File: config.mk
export PLATFORM = sky130hd
export DESIGN_NAME = pwm_fade_ctrl
export DESIGN_NICKNAME = d
export VERILOG_FILES = /design/src/rtl/pwm_fade_ctrl.sv
export SDC_FILE = /design/constraint.sdc
export NUM_CORES = 1
export LEC_CHECK = 0
export BUFFER_PORTS_ARGS = -buffer_cell sky130_fd_sc_hd__buf_4
export CAP_MARGIN = 20
export CORE_UTILIZATION = 52
export CTS_CLUSTER_DIAMETER = 60
export DETAILED_ROUTE_END_ITERATION = 8
export PLACE_DENSITY = 0.76
export SLEW_MARGIN = 10
export SYNTH_ARGS = -nofsm -noshare
export SYNTH_HDL_FRONTEND = slang
export SYNTH_SLANG_ARGS = --single-unit
File: constraint.sdc
create_clock -name clk -period 2.7 [get_ports clk]
set_clock_uncertainty 0.15 [all_clocks]
set_input_delay 0.54 -clock clk [delete_from_list [all_inputs] [get_ports clk]]
set_output_delay 0.54 -clock clk [all_outputs]
set_load 0.02 [all_outputs]
File: src/rtl/pwm_fade_ctrl.sv
// Duty-cycle fader feeding a downstream pwm: ramps duty_cycle one LSB per step toward a loaded target,
// and generates the pwm enable tick. Optional triangle "breathe" mode is enabled by PWM_FADE_BREATHE_EN.
module pwm_fade_ctrl #(
    parameter int CTRVAL  = 256,
    parameter int CTRLEN  = $clog2(CTRVAL),
    parameter int PRESC_W = 16,
    parameter int PWM_DIV = 0
) (
    input  logic              clk,
    input  logic              rst,
    input  logic              load,
    input  logic [CTRLEN-1:0] target,
    input  logic [PRESC_W-1:0] step_div,
    input  logic              breathe,
    output logic [CTRLEN-1:0] duty_cycle,
    output logic              pwm_tick,
    output logic              busy,
    output logic              done,
    output logic [1:0]        state_dbg
);

    typedef enum logic [1:0] {IDLE = 2'd0, UP = 2'd1, DOWN = 2'd2} state_t;

    localparam int TICK_W = (PWM_DIV > 0) ? $clog2(PWM_DIV + 1) : 1;
    localparam logic [CTRLEN-1:0] DUTY_MAX = CTRLEN'(CTRVAL - 1);
    localparam logic [TICK_W-1:0] TICK_MAX = TICK_W'(PWM_DIV);

    state_t             state, state_n;
    logic [CTRLEN-1:0]  duty_n, target_q, target_n, tgt_clamp, up_next, dn_next;
    logic [PRESC_W-1:0] div_q, div_n, step_ctr, ctr_n;
    logic [TICK_W-1:0]  tick_ctr;
    logic               done_n, step_now, breathe_on;

`ifdef PWM_FADE_BREATHE_EN
    assign breathe_on = breathe;
`else
    logic unused_breathe;
    assign unused_breathe = breathe;
    assign breathe_on     = 1'b0;
`endif

    // Compare one bit wider so the clamp stays meaningful when CTRVAL is not a power of two.
    assign tgt_clamp = ({1'b0, target} > {1'b0, DUTY_MAX}) ? DUTY_MAX : target;
    assign step_now  = (step_ctr == div_q);
    assign up_next   = duty_cycle + 1'b1;
    assign dn_next   = duty_cycle - 1'b1;
    assign state_dbg = state;

    always_comb begin
        state_n  = state;
        duty_n   = duty_cycle;
        target_n = target_q;
        div_n    = div_q;
        ctr_n    = step_ctr;
        done_n   = 1'b0;
        if (load) begin
            // A retarget discards any step that would have landed this cycle.
            target_n = tgt_clamp;
            div_n    = step_div;
            ctr_n    = '0;
            if (tgt_clamp > duty_cycle)      state_n = UP;
            else if (tgt_clamp < duty_cycle) state_n = DOWN;
            else begin
                state_n = IDLE;
                done_n  = 1'b1;
            end
        end else begin
            case (state)
                UP: begin
                    if (!step_now) begin
                        ctr_n = step_ctr + 1'b1;
                    end else begin
                        ctr_n = '0;
                        if (duty_cycle == DUTY_MAX) begin
                            state_n = IDLE;
                            done_n  = 1'b1;
                        end else begin
                            duty_n = up_next;
                            if (up_next == target_q || up_next == DUTY_MAX) begin
                                if (breathe_on) state_n = DOWN;
                                else begin
                                    state_n = IDLE;
                                    done_n  = 1'b1;
                                end
                            end
                        end
                    end
                end
                DOWN: begin
                    if (!step_now) begin
                        ctr_n = step_ctr + 1'b1;
                    end else begin
                        ctr_n = '0;
                        if (duty_cycle == '0) begin
                            state_n = IDLE;
                            done_n  = 1'b1;
                        end else begin
                            duty_n = dn_next;
                            // A breathing down-leg runs to 0; a plain one stops at target (or 0 after a breathe leg).
                            if (breathe_on) begin
                                if (dn_next == '0) state_n = UP;
                            end else if (dn_next == target_q || dn_next == '0) begin
                                state_n = IDLE;
                                done_n  = 1'b1;
                            end
                        end
                    end
                end
                default: ctr_n = '0;
            endcase
        end
    end

    always_ff @(posedge clk) begin
        if (rst) begin
            state      <= IDLE;
            duty_cycle <= '0;
            target_q   <= '0;
            div_q      <= '0;
            step_ctr   <= '0;
            busy       <= 1'b0;
            done       <= 1'b0;
        end else begin
            state      <= state_n;
            duty_cycle <= duty_n;
            target_q   <= target_n;
            div_q      <= div_n;
            step_ctr   <= ctr_n;
            busy       <= (state_n != IDLE);
            done       <= done_n;
        end
    end

    // Free-running divider for the downstream pwm counter enable.
    always_ff @(posedge clk) begin
        if (rst) begin
            tick_ctr <= '0;
            pwm_tick <= 1'b0;
        end else begin
            tick_ctr <= (tick_ctr == TICK_MAX) ? '0 : tick_ctr + 1'b1;
            pwm_tick <= (tick_ctr == TICK_MAX);
        end
    end

endmodule

== Yosys cells after proc, flatten, opt, wreduce, memory -nomap -nowiden ==
Index checks and enable logic that the tools add are counted.
Word-level totals
  logic and storage cells: 64
  input bits: 28
  bits in registers: 54
Operators by class
  magnitude comparators: 2
  add/subtract/negate cells: 4
  equal/unequal tests: 11
  bitwise logic cells: 3
  reductions and logical operators: 10
  muxes and demuxes: 25
Operators by type and width (count)
  8-bit 2-to-1 mux: 4
  2-bit 2-to-1 mux: 9
  16-bit by 1-bit adder with 16-bit output (second input constant): 1
  16-bit == test: 1
  8-bit == test: 2
  8-bit == test (second input constant): 2
  8-bit logical NOT: 2
  8-bit one-hot mux with 2 select lines: 1
  1-bit 2-to-1 mux: 9
  8-bit by 1-bit adder with 8-bit output (second input constant): 1
  8-bit greater-than comparator: 1
  8-bit < comparator: 1
  2-bit != test (second input constant): 4
  8-bit by 1-bit subtractor with 8-bit output (second input constant): 1
  6-bit AND reduction: 1
  2-bit one-hot mux with 2 select lines: 1
  2-bit nonzero test: 2
  2-bit OR reduction: 2
  4-bit OR reduction: 1
  1-bit inverter: 3
  2-bit by 1-bit == test with 1-bit output (second input constant): 1
  2-bit == test (second input constant): 1
  1-bit logical OR: 2
  1-bit one-hot mux with 2 select lines: 1
  1-bit adder (second input constant): 1

== Depth between registers and ports, before layout ==
Gate-level depths: netlist (run 1).
  word-level depth: 9
  gate-level depth with buffers: 11

== Worst setup path after synthesis (run 1) ==
Ideal clock, no wire load.
  path type: register to register
  start point: register duty_cycle[1]
  end point: register state[0] (netlist: state_dbg[0])
  path slack: 41 ps
  data arrival time: 2373 ps
  path buffers: 2
  setup time: 136 ps
  clock period less this slack: 2659 ps
  stages on the path, launching flop included: 11
  path through: dfxtp_1 > clkbuf_1 > inv_1 > ha_1 > clkbuf_1 > o41ai_1 > o21ai_0 > o31ai_1 > a31oi_1 > nor4_2 > a211oi_1
Between the ends
  cells in the longest elaborated chain, start to end: 8
  elaborated cells between the ends (all ways): 20
  classes of those cells: 2 x add/sub; 1 x order compare; 4 x eq/ne; 9 x mux; 4 x reduce/logical
RTL lines
  start, declared: line 15  | output logic [CTRLEN-1:0] duty_cycle,
  start signal, assigned: line 125  | duty_cycle <= duty_n;
  8-bit by 1-bit subtractor with 8-bit output or 8-bit by 1-bit adder with 8-bit output (tied branches): line 46, 45
  8-bit == test (tied with other cells): line 102  | end else if (dn_next == target_q || dn_next == '0) begin
  1-bit logical OR, on equally long branches: line 102, 79
  2-bit 2-to-1 mux, on equally long branches: line 102, 79
  2-bit 2-to-1 mux, on equally long branches: line 94, 74
  2-bit 2-to-1 mux, on equally long branches: line 90, 70
  2-bit one-hot mux with 2 select lines: line 68  | case (state)
  2-bit 2-to-1 mux *: line 56  | if (load) begin
  end signal, assigned: line 124  | state <= state_n;
  end, declared: line 28  | state_t state, state_n;
Every way passes the cells marked *; elsewhere a longest branch is shown, timed or not.
A chain may end at the register's enable or synchronous reset.

== Worst setup path in the final report (run 1) ==
  start point: register duty_cycle[0]
  end point: register state[0] (netlist: state_dbg[0])
The elaborated chain is that of the path after synthesis.

==> results of run 1 <==
[final cells by class]
type / instances / area, µm² / area share (%)
Tap cell: 75 / 93.8 / 2.55
Clock inverter: 2 / 38.8 / 1.05
Sequential cell: 54 / 1080 / 29.4
Clock buffer: 6 / 82.6 / 2.25
Inverter: 14 / 52.6 / 1.43
Timing Repair Buffer: 47 / 353 / 9.60
Multi-Input combinational cell: 285 / 1970 / 53.7
[stage by stage]
step | setup WS, ns | hold slack (ns)
global placement | 0.168 | 0.219
floorplan | 0.0406 | 0.218
global route | 0.00803 | 0.272
CTS | 0.112 | 0.237
finish | 0.139 | 0.238
detailed placement | 0.139 | 0.220
[final timing paths]
kind | start | to | slack, ns | cells past startpoint
worst max-delay path | duty_cycle[0] | state_dbg[0] | 0.14 | 8
worst min-delay path | tick_ctr | pwm_tick | 0.24 | 1
worst max register to register | duty_cycle[0] | state_dbg[0] | 0.14 | 8
worst min register to register | tick_ctr | pwm_tick | 0.24 | 1
[where the power goes]
| part | total [W] | switching [W] | internal (W) | leakage [nW] |
|---|---|---|---|---|
| Sequential | 0.000860 | 0.0000308 | 0.000829 | 0.442 |
| Combinational | 0.000379 | 0.000205 | 0.000175 | 0.940 |
| Clock | 0.000575 | 0.000269 | 0.000305 | 0.0618 |
| Total | 0.00181 | 0.000505 | 0.00131 | 1.44 |
[layer usage]
| metal | up-vias | track usage, % | wire [µm] |
|---|---|---|---|
| li1 | 1373 | - | - |
| met1 | 1230 | 34.2 | 3590 |
| met2 | 69 | 34.6 | 2910 |
| met3 | 6 | 3.75 | 323 |
| met4 | 0 | 6.07 | 79 |
| met5 | - | 0 | 0 |
[registers in the layout, summed over array words and instances (netlist names), 2 cells and up]
| register | flops |
|---|---|
| div_q | 16 |
| duty_cycle | 8 |
| state_dbg | 2 |
| target_q | 8 |
| step_ctr | 16 |
[what timing repair did]
action                                  4_1_cts  5_1_grt
resized for setup                             0        2
endpoints found under the setup margin        0        3
hold buffers                                  0        0
[cell usage in the layout (no fill, tap or decap), types with 8 or more instances in the layout]
cell type / count
nor2_1: 53
buf_4: 47
dfxtp_1: 53
nand2_1: 17
xnor2_1: 31
and3_1: 9
mux2i_1: 27
ha_1: 16
inv_1: 13
nand3_1: 9
o21ai_0: 18
nand4_1: 8
xor2_1: 11
a21oi_1: 20
or3_1: 8
[cell families after synthesis]
group           count (synthesis)  share of synthesized area, %
compound gates                 63                          12.3
xor+xnor                       43                          12.0
fa+ha+maj                      16                          6.25
buf+inv                        35                          4.81
flops                          54                          33.8
mux                            28                          8.79
other cells                     1                         0.117
simple gates                  134                          22.0
==> metrics.md, run 1 <==
| Metric | Value |
|---|---|
| Die Span X | 80.5 µm |
| RSZ-0062 raised after global routing | false |
| Measured slew at the worst slew-check pin | 0.530 ns |
| Fin util | 62.1% |
| Vias in the first global route | 2432 |
| Initial DRC Count | 217 |
| Sequential area share after synthesis | 33.8% |
| Gr ovfl total | 0 |
| # IOs | 41 |
| Yosys Warn Count | 0 |
| First-pass GRT wire length | 11700 µm |
| Most numerous cell in the Yosys netlist | dfxtp_1 |
| Max Cap Violations | 0 |
| #FFs+latches synth | 54 |
| Worst hold-check path type | reg2reg |
| Power, Total | 0.00181 W |
| Hold Vio Cnt, Final | 0 |
| Antenna cells | 0 |
| CP required | 2.73 ns |
| Crit-path cells | inv_1, ha_1, xnor2_1, nand3b_1, nor4_1, a31oi_1, nor4_2, a211oi_1 |
| Slowest-stage cell, CP | nor4_2 |
| Mapped Avg Cell Area | 8.56 µm² |
| Final setup fails | 0 |
| FP Rows | 28 |
| Async SR Flop Fraction | 0% |
| Startpoint class of the critical path | flop |
| Routed WL per cell | 14.3 µm |
| TritonCTS clock tree | yes |
| Clock sinks | 54 |
| Area leader, netlist | dfxtp_1 |
| Power Density | 493 nW/µm² |
| Syn Nets | 418 |
| ANT nets after route | 0 |
| Root buf cell | clkbuf_8 |
| Clock transition at path regs | 0.10 ns |
| Placed cells | 475 |
| Pre-antenna DRT Iters | 4 |
| Largest stage delay on the critical path | 0.41 ns |
| Port buffer count | 39 |
| Synth area leaders | dfxtp_1, xnor2_1, mux2i_1 |
| CP max FO | 5 |
| Worst-skew pair later-pin latency | 0.30 ns |
| Yosys top cell area share | 33.8% |
| Tcrit/Tclk final | 94.8% |
| Total Neg Setup Slack | 0 ns |
| Cell Count, Final, Fillers Out | 483 |
| Placed inst area | 3550 µm² |
| Synth top cells by count | dfxtp_1, nor2_1, xnor2_1 |
| Post-route DRC | 0 |
| Cells after synthesis | 374 |
| Number of synthesized flops with an enable pin | 0 |
| Postcts setup bufs | 0 |
| Minimum clock period | 2.56 ns |
| TritonCTS Buffers | 5 |
| Core Region | 5920 µm² |
| Status | complete, no violations |
| Dpl hpwl | 5210 µm |
| Relative slew slack | 64.6% |
| Drt total wl | 6900 µm |
| Synth-to-Final Area Change | 14.8% |
| Total die area | 6480 µm² |
| Fmax | 0.391 GHz |
| Overall Global Routing Usage | 23.2% |
| Critical path type | reg2reg |
| Leak | 1.44 nW |
| Mapped Area | 3200 µm² |
| Max-slew violations | 0 |
| Peak supply drop | 0.291 mV |
| H-tree levels | 2 |
| Clock Path Buffers | 2 |
| Leading register cell type out of synthesis | dfxtp_1 |
| Drt via density | 5.54 |
| Post-synth cell types | 52 |
| Fill count | 550 |
| Initial Util | 54.1% |
| Post-layout instance area | 3680 µm² |
| Delay-heaviest family, CP | simple AND/OR/NAND/NOR gates |
| Gpl congestion | 0.921 |
| CP arrival | 2.59 ns |
| CP Capture Type | flop |
| Crit path buf inv count | 1 |
| Layout cell share with drive strength beyond 1 | 16.7% |
| Die Y | 80.5 µm |
| Initial antenna violation count | 0 |
| Total number of vias | 2678 |
| Nets@finish | 451 |
| Largest net degree at the start of global routing | 40 |
Note: power is estimated with default switching activity, not from simulation.
==> inputs of run 2 (changes only) <==
Settings changed: CORE_UTILIZATION 52 to 58, PLACE_DENSITY 0.76 to 0.8, SLEW_MARGIN 10 to unset.
Clock period 2.7 ns to 2.5 ns, I/O delays scaled along.
==> metrics.md, run 2 (synthesis gave the netlist of run 1 again) <==
| Metric | Value |
|---|---|
| Status | complete, no violations |
| Drt total wl | 7240 µm |
| Clock Path Buffers | 2 |
| Power Density | 521 nW/µm² |
| TritonCTS Buffers | 5 |
| Design internal power | 0.00139 W |
| TritonCTS clock tree | yes |
| Worst Setup SP | duty_cycle[5] |
| Largest stage delay on the critical path | 0.45 ns |
| Clock power frac | 30.9% |
| CP required | 2.53 ns |
| Switch Pwr | 0.000562 W |
| Measured slew at the worst slew-check pin | 0.569 ns |
| Critical path type | reg2reg |
| Clock sinks | 54 |
| Drt via density | 5.81 |
| Synth-to-Final Area Change | 17.1% |
| Startpoint class of the critical path | flop |
| Total die area | 5820 µm² |
| Total number of vias | 2822 |
| Setup ws final | 0.0946 ns |
| Cell Count, Final, Fillers Out | 486 |
| Crit-path cells | nor4_4, and4_4, xnor2_1, o31ai_1, a31oi_1, nor4_2, a211oi_1 |
| Layout cell share with drive strength beyond 1 | 20.7% |
| Routed WL per cell | 14.9 µm |
| Nets@finish | 459 |
| Die Span X | 76.3 µm |
| Core Region | 5200 µm² |
| Port buffer count | 39 |
| Hold Vio Cnt, Final | 0 |
| Largest net degree at the start of global routing | 40 |
| Die Y | 76.3 µm |
| Slowest-stage cell, CP | nor4_4 |
| Gpl congestion | 0.903 |
| Total Neg Setup Slack | 0 ns |
| Root buf cell | clkbuf_8 |
| Initial DRC Count | 313 |
| Post-route DRC | 0 |
| Largest regs | div_q: 16 flops, step_ctr: 16 flops |
| Commonest non-fill, non-tap cells in the layout | buf_4, nor2_1, dfxtp_1 |
| Gr ovfl total | 0 |
| CP arrival | 2.44 ns |
| Vias in the first global route | 2587 |
| Sw frac | 28.8% |
| # IOs | 41 |
| Tcrit/Tclk final | 96.2% |
| Antenna cells | 0 |
| CP max FO | 10 |
| Max Cap Violations | 0 |
| Pre-antenna DRT Iters | 5 |
| CP Capture Type | flop |
| Worst hold-check path type | reg2reg |
| Fmax | 0.416 GHz |
| Combinational power share | 21.5% |
| Hold_sp | tick_ctr |
| Hold buffer count at CTS | 0 |
| Max-slew violations | 0 |
| Clock transition at path regs | 0.10 ns |
| H-tree levels | 2 |
| Initial Util | 61.5% |
| Relative slew slack | 62.1% |
| Fin util | 72.0% |
| Reg-to-reg startpoint | duty_cycle[5] |
| Worst-skew pair later-pin latency | 0.31 ns |
| Leak | 1.48 nW |
| Delay-heaviest family, CP | simple AND/OR/NAND/NOR gates |
| Crit path buf inv count | 0 |
| Sequential Power Share | 47.6% |
| Overall Global Routing Usage | 26.1% |
| Peak supply drop | 0.397 mV |
| Initial antenna violation count | 0 |
| Dpl hpwl | 5320 µm |
| FP Rows | 26 |
| Pre-CTS setup slack | 0.0506 ns |
| Most common cell after layout, fill and taps aside | buf_4 |
| ANT nets after route | 0 |
| First-pass GRT wire length | 12200 µm |
| Minimum clock period | 2.41 ns |
| Final setup fails | 0 |
| Placed cells | 477 |
| RSZ-0062 raised after global routing | true |
run 2: path summary, 6_finish.rpt:
| path | end | slack [ns] | cells past startpoint |
|---|---|---|---|
| max | state_dbg[0] | 0.09 | 7 |
| min | pwm_tick | 0.24 | 1 |
| max reg2reg | state_dbg[0] | 0.09 | 7 |
| min reg2reg | pwm_tick | 0.24 | 1 |
run 2: routing by layer:
layer,track usage (%),wire [µm]
met5,0,0
met4,5.19,43
met3,4.07,448
met2,41.5,3230
met1,37.3,3520
run 2: timing repair:
item                       CTS  global route
setup endpoints to repair    1             9
pin swaps                    0             2
resized for setup            1            11
buffers inserted             0             1
run 2: power by group through the flow:
stage	clock, W	sequential [W]	combinational (W)
3_3_place_gp	0	0.000949	0.000394
3_5_place_dp	0	0.000950	0.000405
5_1_grt	0.000653	0.000936	0.000462
6_report	0.000605	0.000931	0.000419
2_1_floorplan	0	0.000952	0.000280
4_1_cts	0.000621	0.000931	0.000410
run 2: final cells by class:
| class | count | area, µm² |
|---|---|---|
| repair buffers | 55 | 413 |
| well taps | 70 | 87.6 |
| fillers | 393 | 1460 |
| clock inverters | 3 | 47.5 |
| flip-flops and latches | 54 | 1090 |
| inverters | 14 | 52.6 |
| clock buffers | 5 | 68.8 |
| multi-input cells | 285 | 1990 |
run 2: worst register-to-register path, delay by kind of cell, from the launching register on:
family / cells / cell delay, ns
and+or+nand+nor: 3 / 1.16
AOI/OAI and AO/OA: 3 / 0.49
DFF: 1 / 0.40
xor gates and xnor gates: 1 / 0.08
run 2: stage by stage:
stage / area (µm²) / hold WS (ns) / power [W]
6_report: 3750 / 0.243 / 0.00196
3_3_place_gp: 3600 / 0.221 / 0.00134
5_1_grt: 3750 / 0.270 / 0.00205
3_5_place_dp: 3600 / 0.237 / 0.00136
4_1_cts: 3710 / 0.251 / 0.00196
2_1_floorplan: 3210 / 0.218 / 0.00123
==> inputs of run 3 (changes only) <==
Settings changed: REMOVE_ABC_BUFFERS set to 1.
==> metrics.md, run 3 (synthesis gave the netlist of run 1 again) <==
| Metric | Value |
|---|---|
| Largest regs | div_q: 16 flops, step_ctr: 16 flops |
| Worst hold-check path type | reg2reg |
| Fmax | 0.416 GHz |
| Largest net degree at the start of global routing | 39 |
| Layout cell share with drive strength beyond 1 | 20.9% |
| Met2 track demand over resource | 41.1% |
| ANT nets after route | 0 |
| Status | complete, no violations |
| Worst-skew pair later-pin latency | 0.31 ns |
| Startpoint class of the critical path | flop |
| Clock Path Buffers | 2 |
| Pre-CTS setup slack | 0.0366 ns |
| WHS Path Cells | 1 |
| TritonCTS Buffers | 5 |
| Area of the multi-input gates | 2010 µm² |
| Fin util | 72.7% |
| TritonCTS clock tree | yes |
| Most common cell after layout, fill and taps aside | buf_4 |
| Die Y | 76.3 µm |
| Initial Util | 61.5% |
| CP required | 2.53 ns |
| Dpl hpwl | 5310 µm |
| Port buffer count | 39 |
| Hold Vio Cnt, Final | 0 |
| Critical path type | reg2reg |
| Initial antenna violation count | 0 |
| Peak supply drop | 0.393 mV |
| Placed inst area | 3590 µm² |
| R2R setup slack | 0.1 ns |
| Synth-to-Final Area Change | 18.1% |
| Power Density | 527 nW/µm² |
| # IOs | 41 |
| Antenna cells | 0 |
| Overall Global Routing Usage | 26.0% |
| Post-layout instance area | 3780 µm² |
| Power, Total | 0.00200 W |
| First-pass GRT wire length | 12200 µm |
| CP max FO | 6 |
| Routed WL per cell | 15.1 µm |
| Reg area | 1090 µm² |
| Measured slew at the worst slew-check pin | 0.511 ns |
| GR Util met1 | 36.2% |
| Initial DRC Count | 207 |
| CP Capture Type | flop |
| Pre-antenna DRT Iters | 5 |
| Drt via density | 5.79 |
| Post-route DRC | 0 |
| Fill count | 411 |
| FP Rows | 26 |
| Vias in the first global route | 2591 |
| Met3 capacity usage during global routing | 4.43% |
| Final setup fails | 0 |
| Minimum clock period | 2.40 ns |
| Nets@finish | 460 |
| Hold_sp | tick_ctr |
| Reg-to-reg startpoint | duty_cycle[0] |
| Root buf cell | clkbuf_8 |
| Leak | 1.48 nW |
| Tcrit/Tclk final | 96.2% |
| Max-slew violations | 0 |
| Total number of vias | 2820 |
| Commonest non-fill, non-tap cells in the layout | buf_4, nor2_1, dfxtp_1 |
| Max Cap Violations | 0 |
| CP arrival | 2.44 ns |
| RSZ-0062 raised after global routing | true |
| Setup ws final | 0.0952 ns |
| Core Region | 5200 µm² |
| Clock transition at path regs | 0.10 ns |
| Clock sinks | 54 |
| Gr busiest metal | met2 |
| Die Span X | 76.3 µm |
| Relative slew slack | 65.9% |
| Total die area | 5820 µm² |
| Worst r2r path cells | 8 |
| Worst hold slack | 0.242 ns |
| Hold Path End | pwm_tick |
| Gr ovfl total | 0 |
| H-tree levels | 2 |
| Gpl congestion | 0.925 |
| Worst r2r dst | state_dbg[0] |
| Drt total wl | 7370 µm |
==> run 3: layer usage <==
metal | up-vias | wire length (µm) | share of wire, %
met5 | - | 0 | 0
met4 | 0 | 90 | 1.2
met3 | 7 | 428 | 5.8
met2 | 88 | 3460 | 47
met1 | 1343 | 3400 | 46
li1 | 1382 | - | -
==> run 3: worst max-delay path by stage <==
stage | start | end | cells past startpoint
2_1_floorplan | duty_cycle[0] | state_dbg[0] | 8
3_3_place_gp | duty_cycle[3] | state_dbg[0] | 7
3_5_place_dp | duty_cycle[3] | state_dbg[0] | 7
4_1_cts | duty_cycle[3] | state_dbg[1] | 7
5_1_grt | duty_cycle[0] | state_dbg[0] | 9
6_report | duty_cycle[0] | state_dbg[0] | 8
==> run 3: power by group <==
part,total (W),switching (W),internal [W]
registers,0.000932,0.0000364,0.000896
clock network,0.000625,0.000296,0.000330
logic,0.000438,0.000232,0.000206
==> run 3: timing repair <==
item / CTS / global route
hold buffers: 0 / 0
buffers inserted: 0 / 3
gates resized for setup: 0 / 15
setup endpoints to repair: 0 / 11
==> run 3: final cells by class <==
type,count,area share (%)
multi-input combinational,285,53.1
clock buffer,6,2.18
tap,70,2.32
sequential,54,28.8
timing repair buffer,56,11.1
clock inverter,2,1.03
inverter,14,1.49
==> run 3: metrics by stage <==
step,TNS (ns),std cells
floorplan,-0.121,353
finish,0,487
detailed placement,0,476
CTS,0,484
global route,-0.0452,487
global placement,0,476
==> run 3: worst max-delay path: stages (launching register included) <==
cell	delay, ns
dfxtp_4	0.42
clkinvlp_4	0.17
ha_1	0.25
o41ai_1	0.34
o21ai_1	0.15
o31ai_1	0.22
a31oi_1	0.11
nor4_2	0.36
a211oi_1	0.12
